--- config.mk ---
export PLATFORM = sky130hd
export DESIGN_NAME = scr1_pipe_wb_sched_flat
export DESIGN_NICKNAME = d
export VERILOG_FILES = /design/src/rtl/scr1_pipe_wb_sched_if.sv /design/src/rtl/scr1_pipe_wb_sched.sv /design/src/flat_wrapper.sv
export SDC_FILE = /design/constraint.sdc
export NUM_CORES = 1
export LEC_CHECK = 0
export CAP_MARGIN = 15
export CORE_MARGIN = 1
export CORE_UTILIZATION = 36
export DETAILED_ROUTE_END_ITERATION = 8
export PLACE_DENSITY_LB_ADDON = 0.15
export SETUP_SLACK_MARGIN = 0.3
export SLEW_MARGIN = 5
export SYNTH_ARGS = -nofsm -noshare
export SYNTH_HDL_FRONTEND = slang
export SYNTH_SLANG_ARGS = --single-unit
--- constraint.sdc ---
create_clock -name clk -period 2.5 [get_ports clk]
set_input_delay 0.25 -clock clk [delete_from_list [all_inputs] [get_ports clk]]
set_output_delay 0.25 -clock clk [all_outputs]
set_load 0.05 [all_outputs]
--- src/rtl/scr1_pipe_wb_sched_if.sv ---
// Signal bundle between the write-back scheduler and its EXU, LSU and MPRF neighbours.
// The slave modport is the scheduler's view; the master modport is the surrounding pipeline's view.
interface scr1_pipe_wb_sched_if;
`ifdef SCR1_RVE_EXT
  localparam int AW = 4;
`else
  localparam int AW = 5;
`endif
  localparam int XLEN = 32;

  logic            exu_wb_req;
  logic [AW-1:0]   exu_wb_addr;
  logic [XLEN-1:0] exu_wb_data;
  logic            exu_wb_rdy;

  logic            lsu_ld_issue;
  logic [AW-1:0]   lsu_ld_rd_addr;
  logic            lsu_ld_issue_rdy;
  logic            lsu_ld_resp_vld;
  logic            lsu_ld_resp_err;
  logic [XLEN-1:0] lsu_ld_resp_data;
  logic            lsu_ld_resp_unexp;

  logic [AW-1:0]   exu_rs1_addr;
  logic [AW-1:0]   exu_rs2_addr;
  logic [XLEN-1:0] mprf_rs1_data;
  logic [XLEN-1:0] mprf_rs2_data;
  logic [XLEN-1:0] exu_rs1_data;
  logic [XLEN-1:0] exu_rs2_data;
  logic            exu_rs1_hazard;
  logic            exu_rs2_hazard;

  logic            wb2mprf_w_req;
  logic [AW-1:0]   wb2mprf_rd_addr;
  logic [XLEN-1:0] wb2mprf_rd_data;

  modport slave (
    input  exu_wb_req, exu_wb_addr, exu_wb_data,
    output exu_wb_rdy,
    input  lsu_ld_issue, lsu_ld_rd_addr,
    output lsu_ld_issue_rdy,
    input  lsu_ld_resp_vld, lsu_ld_resp_err, lsu_ld_resp_data,
    output lsu_ld_resp_unexp,
    input  exu_rs1_addr, exu_rs2_addr, mprf_rs1_data, mprf_rs2_data,
    output exu_rs1_data, exu_rs2_data, exu_rs1_hazard, exu_rs2_hazard,
    output wb2mprf_w_req, wb2mprf_rd_addr, wb2mprf_rd_data
  );

  modport master (
    output exu_wb_req, exu_wb_addr, exu_wb_data,
    input  exu_wb_rdy,
    output lsu_ld_issue, lsu_ld_rd_addr,
    input  lsu_ld_issue_rdy,
    output lsu_ld_resp_vld, lsu_ld_resp_err, lsu_ld_resp_data,
    input  lsu_ld_resp_unexp,
    output exu_rs1_addr, exu_rs2_addr, mprf_rs1_data, mprf_rs2_data,
    input  exu_rs1_data, exu_rs2_data, exu_rs1_hazard, exu_rs2_hazard,
    input  wb2mprf_w_req, wb2mprf_rd_addr, wb2mprf_rd_data
  );
endinterface

--- src/rtl/scr1_pipe_wb_sched.sv ---
// Write-back scheduler: merges EXU results and in-order LSU load responses onto the single
// MPRF write port, tracks outstanding load destinations and forwards returning load data.
module scr1_pipe_wb_sched #(
  parameter int LD_FIFO_DEPTH = 2
) (
  input logic                 clk,
  input logic                 rst_n,
  scr1_pipe_wb_sched_if.slave wb
);
`ifdef SCR1_RVE_EXT
  localparam int AW = 4;
`else
  localparam int AW = 5;
`endif
  localparam int NREG  = 1 << AW;
  localparam int PTR_W = (LD_FIFO_DEPTH > 1) ? $clog2(LD_FIFO_DEPTH) : 1;
  localparam int CNT_W = $clog2(LD_FIFO_DEPTH + 1);

  logic [NREG-1:0]  pending_q, pending_d;
  logic [AW-1:0]    rd_fifo_q [LD_FIFO_DEPTH];
  logic [PTR_W-1:0] wptr_q, wptr_d;
  logic [PTR_W-1:0] rptr_q, rptr_d;
  logic [CNT_W-1:0] cnt_q, cnt_d;

  logic [AW-1:0] head_rd;
  logic          fifo_empty;
  logic          fifo_full;
  logic          issue_fire;
  logic          ld_retire;
  logic          ld_wr;
  logic          exu_wr;
  logic          fwd_rs1;
  logic          fwd_rs2;

  function automatic logic [PTR_W-1:0] ptr_inc(input logic [PTR_W-1:0] p);
    if (p == PTR_W'(LD_FIFO_DEPTH - 1)) return '0;
    else                                return p + 1'b1;
  endfunction

  // Issue/retire decode from registered state only
  assign head_rd    = rd_fifo_q[rptr_q];
  assign fifo_empty = (cnt_q == '0);
  assign fifo_full  = (cnt_q == CNT_W'(LD_FIFO_DEPTH));

  assign wb.lsu_ld_issue_rdy = !fifo_full &&
                               !((wb.lsu_ld_rd_addr != '0) && pending_q[wb.lsu_ld_rd_addr]);
  assign issue_fire          = wb.lsu_ld_issue && wb.lsu_ld_issue_rdy;

  assign ld_retire             = wb.lsu_ld_resp_vld && !fifo_empty;
  assign ld_wr                 = ld_retire && !wb.lsu_ld_resp_err && (head_rd != '0);
  assign wb.lsu_ld_resp_unexp  = wb.lsu_ld_resp_vld && fifo_empty;

  // Write-port arbitration: a load write always wins the port
  assign wb.exu_wb_rdy = !ld_wr &&
                         !((wb.exu_wb_addr != '0) && pending_q[wb.exu_wb_addr]);
  assign exu_wr        = wb.exu_wb_req && wb.exu_wb_rdy && (wb.exu_wb_addr != '0);

  always_comb begin
    wb.wb2mprf_w_req   = ld_wr || exu_wr;
    wb.wb2mprf_rd_addr = '0;
    wb.wb2mprf_rd_data = '0;
    if (ld_wr) begin
      wb.wb2mprf_rd_addr = head_rd;
      wb.wb2mprf_rd_data = wb.lsu_ld_resp_data;
    end else if (exu_wr) begin
      wb.wb2mprf_rd_addr = wb.exu_wb_addr;
      wb.wb2mprf_rd_data = wb.exu_wb_data;
    end
  end

  // Operand forwarding; an errored retire never forwards, so its hazard holds one more cycle
  assign fwd_rs1 = ld_wr && (head_rd == wb.exu_rs1_addr);
  assign fwd_rs2 = ld_wr && (head_rd == wb.exu_rs2_addr);

  assign wb.exu_rs1_data   = fwd_rs1 ? wb.lsu_ld_resp_data : wb.mprf_rs1_data;
  assign wb.exu_rs2_data   = fwd_rs2 ? wb.lsu_ld_resp_data : wb.mprf_rs2_data;
  assign wb.exu_rs1_hazard = (wb.exu_rs1_addr != '0) && pending_q[wb.exu_rs1_addr] && !fwd_rs1;
  assign wb.exu_rs2_hazard = (wb.exu_rs2_addr != '0) && pending_q[wb.exu_rs2_addr] && !fwd_rs2;

  // Scoreboard next state; retire and issue never target the same register in one cycle
  always_comb begin
    pending_d = pending_q;
    wptr_d    = wptr_q;
    rptr_d    = rptr_q;
    cnt_d     = cnt_q;
    if (ld_retire) begin
      pending_d[head_rd] = 1'b0;
      rptr_d             = ptr_inc(rptr_q);
    end
    if (issue_fire) begin
      if (wb.lsu_ld_rd_addr != '0) pending_d[wb.lsu_ld_rd_addr] = 1'b1;
      wptr_d = ptr_inc(wptr_q);
    end
    case ({issue_fire, ld_retire})
      2'b10:   cnt_d = cnt_q + 1'b1;
      2'b01:   cnt_d = cnt_q - 1'b1;
      default: cnt_d = cnt_q;
    endcase
    pending_d[0] = 1'b0;
  end

  // Control state register
  always_ff @(posedge clk or negedge rst_n) begin
    if (!rst_n) begin
      pending_q <= '0;
      wptr_q    <= '0;
      rptr_q    <= '0;
      cnt_q     <= '0;
    end else begin
      pending_q <= pending_d;
      wptr_q    <= wptr_d;
      rptr_q    <= rptr_d;
      cnt_q     <= cnt_d;
    end
  end

  // Destination storage carries no reset; occupancy is governed by cnt_q
  always_ff @(posedge clk) begin
    if (issue_fire) rd_fifo_q[wptr_q] <= wb.lsu_ld_rd_addr;
  end

endmodule

--- src/flat_wrapper.sv ---
// flat-port wrapper written by rule: the top's interface ports become plain ports
module scr1_pipe_wb_sched_flat 
#(
  parameter int LD_FIFO_DEPTH = 2
)
  (clk, rst_n, wb_exu_wb_req, wb_exu_wb_addr, wb_exu_wb_data, wb_exu_wb_rdy, wb_lsu_ld_issue, wb_lsu_ld_rd_addr, wb_lsu_ld_issue_rdy, wb_lsu_ld_resp_vld, wb_lsu_ld_resp_err, wb_lsu_ld_resp_data, wb_lsu_ld_resp_unexp, wb_exu_rs1_addr, wb_exu_rs2_addr, wb_mprf_rs1_data, wb_mprf_rs2_data, wb_exu_rs1_data, wb_exu_rs2_data, wb_exu_rs1_hazard, wb_exu_rs2_hazard, wb_wb2mprf_w_req, wb_wb2mprf_rd_addr, wb_wb2mprf_rd_data);
  scr1_pipe_wb_sched_if wb_i ();
  input logic clk;
  input logic rst_n;
  input wire logic [$bits(wb_i.exu_wb_req)-1:0] wb_exu_wb_req;
  input wire logic [$bits(wb_i.exu_wb_addr)-1:0] wb_exu_wb_addr;
  input wire logic [$bits(wb_i.exu_wb_data)-1:0] wb_exu_wb_data;
  output wire logic [$bits(wb_i.exu_wb_rdy)-1:0] wb_exu_wb_rdy;
  input wire logic [$bits(wb_i.lsu_ld_issue)-1:0] wb_lsu_ld_issue;
  input wire logic [$bits(wb_i.lsu_ld_rd_addr)-1:0] wb_lsu_ld_rd_addr;
  output wire logic [$bits(wb_i.lsu_ld_issue_rdy)-1:0] wb_lsu_ld_issue_rdy;
  input wire logic [$bits(wb_i.lsu_ld_resp_vld)-1:0] wb_lsu_ld_resp_vld;
  input wire logic [$bits(wb_i.lsu_ld_resp_err)-1:0] wb_lsu_ld_resp_err;
  input wire logic [$bits(wb_i.lsu_ld_resp_data)-1:0] wb_lsu_ld_resp_data;
  output wire logic [$bits(wb_i.lsu_ld_resp_unexp)-1:0] wb_lsu_ld_resp_unexp;
  input wire logic [$bits(wb_i.exu_rs1_addr)-1:0] wb_exu_rs1_addr;
  input wire logic [$bits(wb_i.exu_rs2_addr)-1:0] wb_exu_rs2_addr;
  input wire logic [$bits(wb_i.mprf_rs1_data)-1:0] wb_mprf_rs1_data;
  input wire logic [$bits(wb_i.mprf_rs2_data)-1:0] wb_mprf_rs2_data;
  output wire logic [$bits(wb_i.exu_rs1_data)-1:0] wb_exu_rs1_data;
  output wire logic [$bits(wb_i.exu_rs2_data)-1:0] wb_exu_rs2_data;
  output wire logic [$bits(wb_i.exu_rs1_hazard)-1:0] wb_exu_rs1_hazard;
  output wire logic [$bits(wb_i.exu_rs2_hazard)-1:0] wb_exu_rs2_hazard;
  output wire logic [$bits(wb_i.wb2mprf_w_req)-1:0] wb_wb2mprf_w_req;
  output wire logic [$bits(wb_i.wb2mprf_rd_addr)-1:0] wb_wb2mprf_rd_addr;
  output wire logic [$bits(wb_i.wb2mprf_rd_data)-1:0] wb_wb2mprf_rd_data;
  assign wb_i.exu_wb_req = wb_exu_wb_req;
  assign wb_i.exu_wb_addr = wb_exu_wb_addr;
  assign wb_i.exu_wb_data = wb_exu_wb_data;
  assign wb_exu_wb_rdy = wb_i.exu_wb_rdy;
  assign wb_i.lsu_ld_issue = wb_lsu_ld_issue;
  assign wb_i.lsu_ld_rd_addr = wb_lsu_ld_rd_addr;
  assign wb_lsu_ld_issue_rdy = wb_i.lsu_ld_issue_rdy;
  assign wb_i.lsu_ld_resp_vld = wb_lsu_ld_resp_vld;
  assign wb_i.lsu_ld_resp_err = wb_lsu_ld_resp_err;
  assign wb_i.lsu_ld_resp_data = wb_lsu_ld_resp_data;
  assign wb_lsu_ld_resp_unexp = wb_i.lsu_ld_resp_unexp;
  assign wb_i.exu_rs1_addr = wb_exu_rs1_addr;
  assign wb_i.exu_rs2_addr = wb_exu_rs2_addr;
  assign wb_i.mprf_rs1_data = wb_mprf_rs1_data;
  assign wb_i.mprf_rs2_data = wb_mprf_rs2_data;
  assign wb_exu_rs1_data = wb_i.exu_rs1_data;
  assign wb_exu_rs2_data = wb_i.exu_rs2_data;
  assign wb_exu_rs1_hazard = wb_i.exu_rs1_hazard;
  assign wb_exu_rs2_hazard = wb_i.exu_rs2_hazard;
  assign wb_wb2mprf_w_req = wb_i.wb2mprf_w_req;
  assign wb_wb2mprf_rd_addr = wb_i.wb2mprf_rd_addr;
  assign wb_wb2mprf_rd_data = wb_i.wb2mprf_rd_data;
  scr1_pipe_wb_sched #(.LD_FIFO_DEPTH(LD_FIFO_DEPTH)) u_core (.clk(clk), .rst_n(rst_n), .wb(wb_i));
endmodule
==> impl_metrics.toml, run 1 <==
[run_status]
outcome = "finished, violations left"
violations = "negative setup slack"

[floorplanning]
core_area_mm2 = 0.01262
die_w_um = 116.0
dieHeight_um = 116.0
die_area_mm2 = 0.01345
initial_utilization_pct = 37.05
rows = 41
ios = 261

[timing]
max_freq_mhz = 359.8
post-route-period-util_pct = 111.2
rsz0062_at_grt = "yes"
setup_slack_ns = -0.2797
finalHoldViolCount = 0
finalSetupViolations = 126
setup_tns_ns = -25.08
clock_skew_ns = 0.009781
maxSlewViolCount = 0
max_slew_margin_pct = 36.89
min_period_ns = 2.780
max_slew.worst_pin.slew_ns = 0.9466

[synthesis]
synthArstFlopShare_pct = 77.78
synth-edff-count = 10
synth_largest_area_cell = "dfrtp_1"
yosysWarnings = 0
synthTopCellsByArea = "dfrtp_1 (19%), mux2_2 (14%), mux4_2 (10%)"
yosysSeqAreaShare_pct = 25.15
avgSynthCellArea_um2 = 9.641
synth.top_cell.area_share_pct = 18.73
ys_top_cells_by_count = "o21ai_0 (66), mux2_2 (60), nand2_1 (46)"
synth_seq_cells = 45
yosysMostFrequentCell = "o21ai_0"
synth_area_mm2 = 0.004676
synthFlopType = "dfrtp_1"
ys_types = 50
syn_inst = 485
syn_nets = 640

[drt]
drt-pass1-iter-count = 5
wire_per_inst_um = 28.94
viasPerCell = 6.227
drt_wl_total_um = 28970
num_vias = 6233
drt_iter0_drc = 461
ant_nets = 0
remaining_drc_errors = 0

[global_route]
grt_start_max_net_pins = 36
grt_usage_pct = 38.96
grt_remaining_overflow = 0
antenna_found_initial = 0
grt_pass1_vias = 6259
grt_pass1_wl_um = 38040

[clocking]
clk_latency_ns = 0.30
cts_tree = "yes"
root_buffer = "clkbuf_16"
clockBufferDepth = 2
cts_max_level = 2
clkSinkCount = 45
clkTransAtPathRegs_ns = 0.06
cts_buffers = 5

[finish]
diodes = 0
final_cells = 1001
fin_nets = 983
fillers = 614
drive_gt1_share_pct = 57.90
area_growth_pct = 129.2
utilization_pct = 84.94

[setup_path]
path_class = "reg2out"
crit_arrival_ns = 2.53
worstPathMaxFanout = 6
cp-start-kind = "flip-flop"
critPathCaptureType = "output port"
required_ns = 2.25

[power_and_ir_drop]
p_leak_nw = 4.334
vdd_drop_max_v = 0.001099
p_per_area_mw_per_mm2 = 811.9
power_w = 0.008703

[place]
post-place-cells = 949
post-place-ws_ns = -0.3294
portBuffers = 260
place_hpwl_um = 18010
place.gp.congestion = 0.9876

[job]
drv_cap = 0

[min_path]
hp-class = "in2async"
[registers in the layout, indices dropped and copies added (netlist names)]
signal and flops:
u_core.wptr_q 1, u_core.rptr_q 1, u_core.pending_q 31, u_core.rd_fifo_q 10
u_core.cnt_q 2
[what timing repair did]
| item | 4_1_cts | 5_1_grt |
|---|---|---|
| gates cloned | 6 | 4 |
| resized for setup | 198 | 85 |
| buffers inserted | 29 | 5 |
| pin swaps | 32 | 40 |
| hold buffers | 0 | 0 |
| endpoints found under the setup margin | 150 | 150 |
[layer usage]
| layer | track usage, % | routed length [um] |
|---|---|---|
| met5 | 0 | 0 |
| met4 | 26.58 | 2451 |
| met3 | 8.473 | 2464 |
| met2 | 68.89 | 14720 |
| met1 | 41.56 | 9326 |
[where the power goes]
| group | switching [W] | total, W | leakage (nW) | internal, W |
|---|---|---|---|---|
| clock | 0.000300 | 0.000734 | 0.0792 | 0.000434 |
| sequential | 0.000566 | 0.00167 | 0.515 | 0.00111 |
| combinational | 0.00325 | 0.00630 | 3.74 | 0.00305 |
| total | 0.00411 | 0.00870 | 4.33 | 0.00459 |
[placed cells by master (no fill, tap or decap), types with 4 or more instances in the layout]
cell / synthesis / final
buf_6: 12 / 91
edfxtp_1: 10 / 10
nand3_2: 0 / 6
mux2_2: 60 / 9
buf_4: 6 / 80
o22ai_4: 0 / 5
mux2_4: 0 / 58
dlygate4sd2_1: 0 / 5
mux2i_1: 22 / 20
buf_16: 0 / 6
nor2_1: 10 / 6
nand3b_1: 6 / 6
mux2i_4: 0 / 5
o21ai_0: 66 / 33
o21ai_4: 0 / 32
xnor2_1: 10 / 7
a22oi_1: 6 / 4
buf_8: 0 / 12
mux4_2: 21 / 22
o31ai_4: 0 / 29
dfrtp_2: 0 / 16
xor2_1: 5 / 4
clkdlybuf4s50_1: 0 / 148
nand3_4: 0 / 31
a21oi_1: 8 / 8
nand2_1: 46 / 46
buf_12: 0 / 34
nand2b_1: 6 / 6
clkbuf_16: 0 / 9
dfrtp_1: 35 / 19
[layout make-up]
type                       count  area, um2  area share [%]
sequential                    45       1196           11.16
clock buffer                   7      153.9           1.436
clock inverter                 1      8.758         0.08171
timing repair buffer         379       4252           39.66
multi-input combinational    394       4882           45.55
inverter                       3      11.26          0.1051
tap                          172      215.2           2.008
[through the flow]
stage / hold WS (ns) / cell area (um2)
floorplan: -0.04559 / 5574
global placement: 0.5113 / 8698
detailed placement: 0.5451 / 8698
CTS: 0.3829 / 10030
global route: 0.4259 / 10720
finish: 0.3704 / 10720
[critical path: stages, from the launching register on]
cell and delay [ns]:
dfrtp_1 0.37, buf_12 0.16, mux2i_4 0.38, nand3_2 0.16
buf_6 0.16, o21bai_4 0.23, buf_6 0.15, buf_12 0.14
nand3_4 0.08, o21ai_4 0.21, buf_12 0.17
[worst paths after layout]
path / slack (ns) / start / depth (start not counted) / to
max in group asynchronous: 1.77 / rst_n / 2 / u_core.pending_q[19]$_DFF_PN0_
min in group clk: 0.53 / wb_lsu_ld_rd_addr[0] / 3 / u_core.rd_fifo_q[0][0]$_DFFE_PP_
worst min register to register: 0.55 / u_core.cnt_q[1]$_DFFE_PN0P_ / 1 / u_core.cnt_q[1]$_DFFE_PN0P_
worst max-delay path: -0.28 / u_core.rptr_q$_DFFE_PN0N_ / 10 / wb_wb2mprf_rd_data[16]
worst max register to register: -0.11 / u_core.pending_q[6]$_DFF_PN0_ / 9 / u_core.pending_q[31]$_DFF_PN0_
worst min-delay path: 0.37 / rst_n / 2 / u_core.pending_q[22]$_DFF_PN0_
[kinds of logic (layout without fill, tap and decap cells)]
logic type,after synthesis,in the layout,share of synthesized area (%)
adder cells (fa/ha/maj),1,1,0.2676
XOR/XNOR,15,15,2.810
multiplexers,115,115,32.97
buffers and inverters,46,390,6.235
AO/OA/AOI/OAI,129,129,17.45
flip-flops,45,45,25.15
AND/OR/NAND/NOR,134,134,15.12
Note: power is estimated with default switching activity, not from simulation.
==> inputs of run 2 (changes only) <==
--- a/config.mk
+++ b/config.mk
@@ -10,6 +10,7 @@
 export CORE_UTILIZATION = 36
 export DETAILED_ROUTE_END_ITERATION = 8
 export PLACE_DENSITY_LB_ADDON = 0.15
+export RECOVER_POWER = 100
 export SETUP_SLACK_MARGIN = 0.3
 export SLEW_MARGIN = 5
 export SYNTH_ARGS = -nofsm -noshare
==> run 2 against run 1 <==
- the run ends with max-capacitance violations, max-slew violations, negative setup slack left
- hold slack improved by 0.18 ns
- cell count unchanged
- combinational power decreased by 0.6%
- via count hardly changed
- non-clock buffer count unchanged
- sequential cell count stayed put
- maximum frequency hardly changed
- die area did not move
- critical path depth did not move
- wire length hardly changed
- total power decreased by 0.45%
- sequential share of layout area rose by 0.059 points
- critical path type unchanged
- largest cell class unchanged
- largest power group unchanged
- highest routed layer unchanged
==> impl_metrics.toml, run 2 (same netlist as run 1, synthesis figures left out) <==
[clocking]
clkTransAtPathRegs_ns = 0.06
clk_latency_ns = 0.30
cts_buffers = 5
cts_tree = "yes"
hold_buffers = 0
clkSinkCount = 45
root_buffer = "clkbuf_16"
cts_max_level = 2
clockBufferDepth = 2

[drt]
ant_nets = 0
drt_wl_total_um = 28970
viasPerCell = 6.224
drt_iter0_drc = 493
wire_per_inst_um = 28.94
remaining_drc_errors = 0
drt-pass1-iter-count = 6
num_vias = 6230

[power_and_ir_drop]
seq_power_share_pct = 19.3
internal-power_w = 0.004563
p_leak_nw = 4.298
p_per_area_mw_per_mm2 = 812.5
netSwitchingPower_w = 0.004101
vdd_drop_max_v = 0.001059
p_clk_share_pct = 8.4
comb_power_share_pct = 72.3
swShare_pct = 47.34

[place]
portBuffers = 260
place.gp.congestion = 0.9876
place_hpwl_um = 18010
post-place-ws_ns = -0.3294

[finish]
drive_gt1_share_pct = 56.82
multi_input_area_mm2 = 0.004868
fin_nets = 983
largest_reg_flops = 31
final-seq-area_mm2 = 0.001196
mostFrequentLayoutCells = "clkdlybuf4s50_1 (145), buf_6 (91), buf_4 (72)"
utilization_pct = 84.49
diodes = 0
area_growth_pct = 128.0
regMostFlops = "u_core.pending_q"
largestRegisters = "u_core.pending_q (31), u_core.rd_fifo_q (10), u_core.cnt_q (2)"
fillers = 635
final_common_cell = "clkdlybuf4s50_1"

[floorplanning]
ios = 261
core_area_mm2 = 0.01262
die_area_mm2 = 0.01345
dieHeight_um = 116.0
rows = 41
die_w_um = 116.0
initial_utilization_pct = 37.05

[timing]
post-route-period-util_pct = 111.1
finalHoldViolCount = 0
min_period_ns = 2.778
max_freq_mhz = 360.0
finalSetupViolations = 120
setup_tns_ns = -24.43
max_slew_margin_pct = -33.00
maxSlewViolCount = 36
clock_skew_ns = 0.008258
setup_slack_ns = -0.2776
rsz0062_at_grt = "yes"
max_slew.worst_pin.slew_ns = 1.995
whs_ns = 0.5461

[setup_path]
crit_arrival_ns = 2.53
critPathCaptureType = "output port"
endpoint = "wb_wb2mprf_rd_addr[2]"
r2r-start = "u_core.pending_q[6]$_DFF_PN0_"
ff2ff_path_depth = 9
cp-startpoint = "u_core.rptr_q$_DFFE_PN0N_"
r2r-end = "u_core.pending_q[31]$_DFF_PN0_"
r2r_slack_ns = -0.08
path_class = "reg2out"
required_ns = 2.25
worstPathMaxFanout = 9
cp-start-kind = "flip-flop"

[run_status]
outcome = "finished, violations left"
violations = "max-capacitance violations, max-slew violations, negative setup slack"

[global_route]
antenna_found_initial = 0
grt_usage_pct = 38.96
gr-usage-met3_pct = 8.473
grt_pass1_vias = 6259
grt_remaining_overflow = 0
use_met2_pct = 68.89
grt-busiest-layer = "met2"
grt_pass1_wl_um = 38040
grt_start_max_net_pins = 36
grt_use_met1_pct = 41.56

[min_path]
hp-class = "reg2reg"

[job]
drv_cap = 1
-- run 2: cell count changes in the layout (fill, tap and decap cells not counted), sizes merged --
cell           previous run  this run
buf                     223       214
dlygate4sd3               0         3
clkdlybuf4s50           148       145
clkbuf                   10        19
-- run 2: layout make-up --
cell class	instances	area share, %
Clock buffer	7	1.443
Sequential cell	45	11.22
Inverter	3	0.1056
Timing Repair Buffer	379	39.47
Clock inverter	1	0.08214
Multi-Input combinational cell	394	45.66
Tap cell	172	2.018
-- run 2: repair_timing --
action	in CTS	in global routing
gates cloned	6	4
setup buffers	29	5
endpoints found under the setup margin	150	150
pin swaps	32	40
gates resized for setup	198	85
-- run 2: worst min-delay path by stage --
| stage | startpoint | endpoint | slack, ns | cells after the start |
|---|---|---|---|---|
| global placement | u_core.wptr_q$_DFFE_PN0N_ | u_core.wptr_q$_DFFE_PN0N_ | 0.51 | 1 |
| CTS | rst_n | u_core.pending_q[12]$_DFF_PN0_ | 0.38 | 2 |
| detailed placement | u_core.cnt_q[1]$_DFFE_PN0P_ | u_core.cnt_q[1]$_DFFE_PN0P_ | 0.55 | 1 |
| floorplan | rst_n | u_core.cnt_q[0]$_DFFE_PN0P_ | -0.05 | 0 |
| finish | u_core.cnt_q[1]$_DFFE_PN0P_ | u_core.cnt_q[1]$_DFFE_PN0P_ | 0.55 | 1 |
| global route | u_core.cnt_q[1]$_DFFE_PN0P_ | u_core.cnt_q[1]$_DFFE_PN0P_ | 0.59 | 1 |
-- run 2: critical path: stages (launching register included) --
cell and delay (ns):
dfrtp_1 0.37, buf_12 0.16, mux2i_4 0.38, nand3_2 0.16
buf_6 0.16, o21bai_4 0.23, buf_4 0.18, buf_12 0.14
nand3_2 0.11, o22ai_4 0.17, buf_12 0.16
-- run 2: power by group through the flow --
stage          registers (W)  clock network (W)  logic [W]
2_1_floorplan        0.00134                  0    0.00307
3_3_place_gp         0.00158                  0    0.00458
3_5_place_dp         0.00161                  0    0.00466
4_1_cts              0.00160           0.000727    0.00544
5_1_grt              0.00166           0.000759    0.00648
6_report             0.00167           0.000730    0.00626
-- run 2: routing by layer --
metal	share of wire, %	vias up	routed length, um
met5	0	-	0
met4	8.3	0	2404
met3	8.7	191	2524
met2	51	437	14780
met1	32	3050	9264
li1	-	2552	-
-- run 2: metrics by stage --
stage	power, W	std cells	area [um2]
after detailed placement	0.006269	949	8698
after floorplan	0.004402	485	5574
after CTS	0.007762	992	10030
final	0.008663	1001	10660
after global placement	0.006162	949	8698
after global routing	0.008900	1001	10660
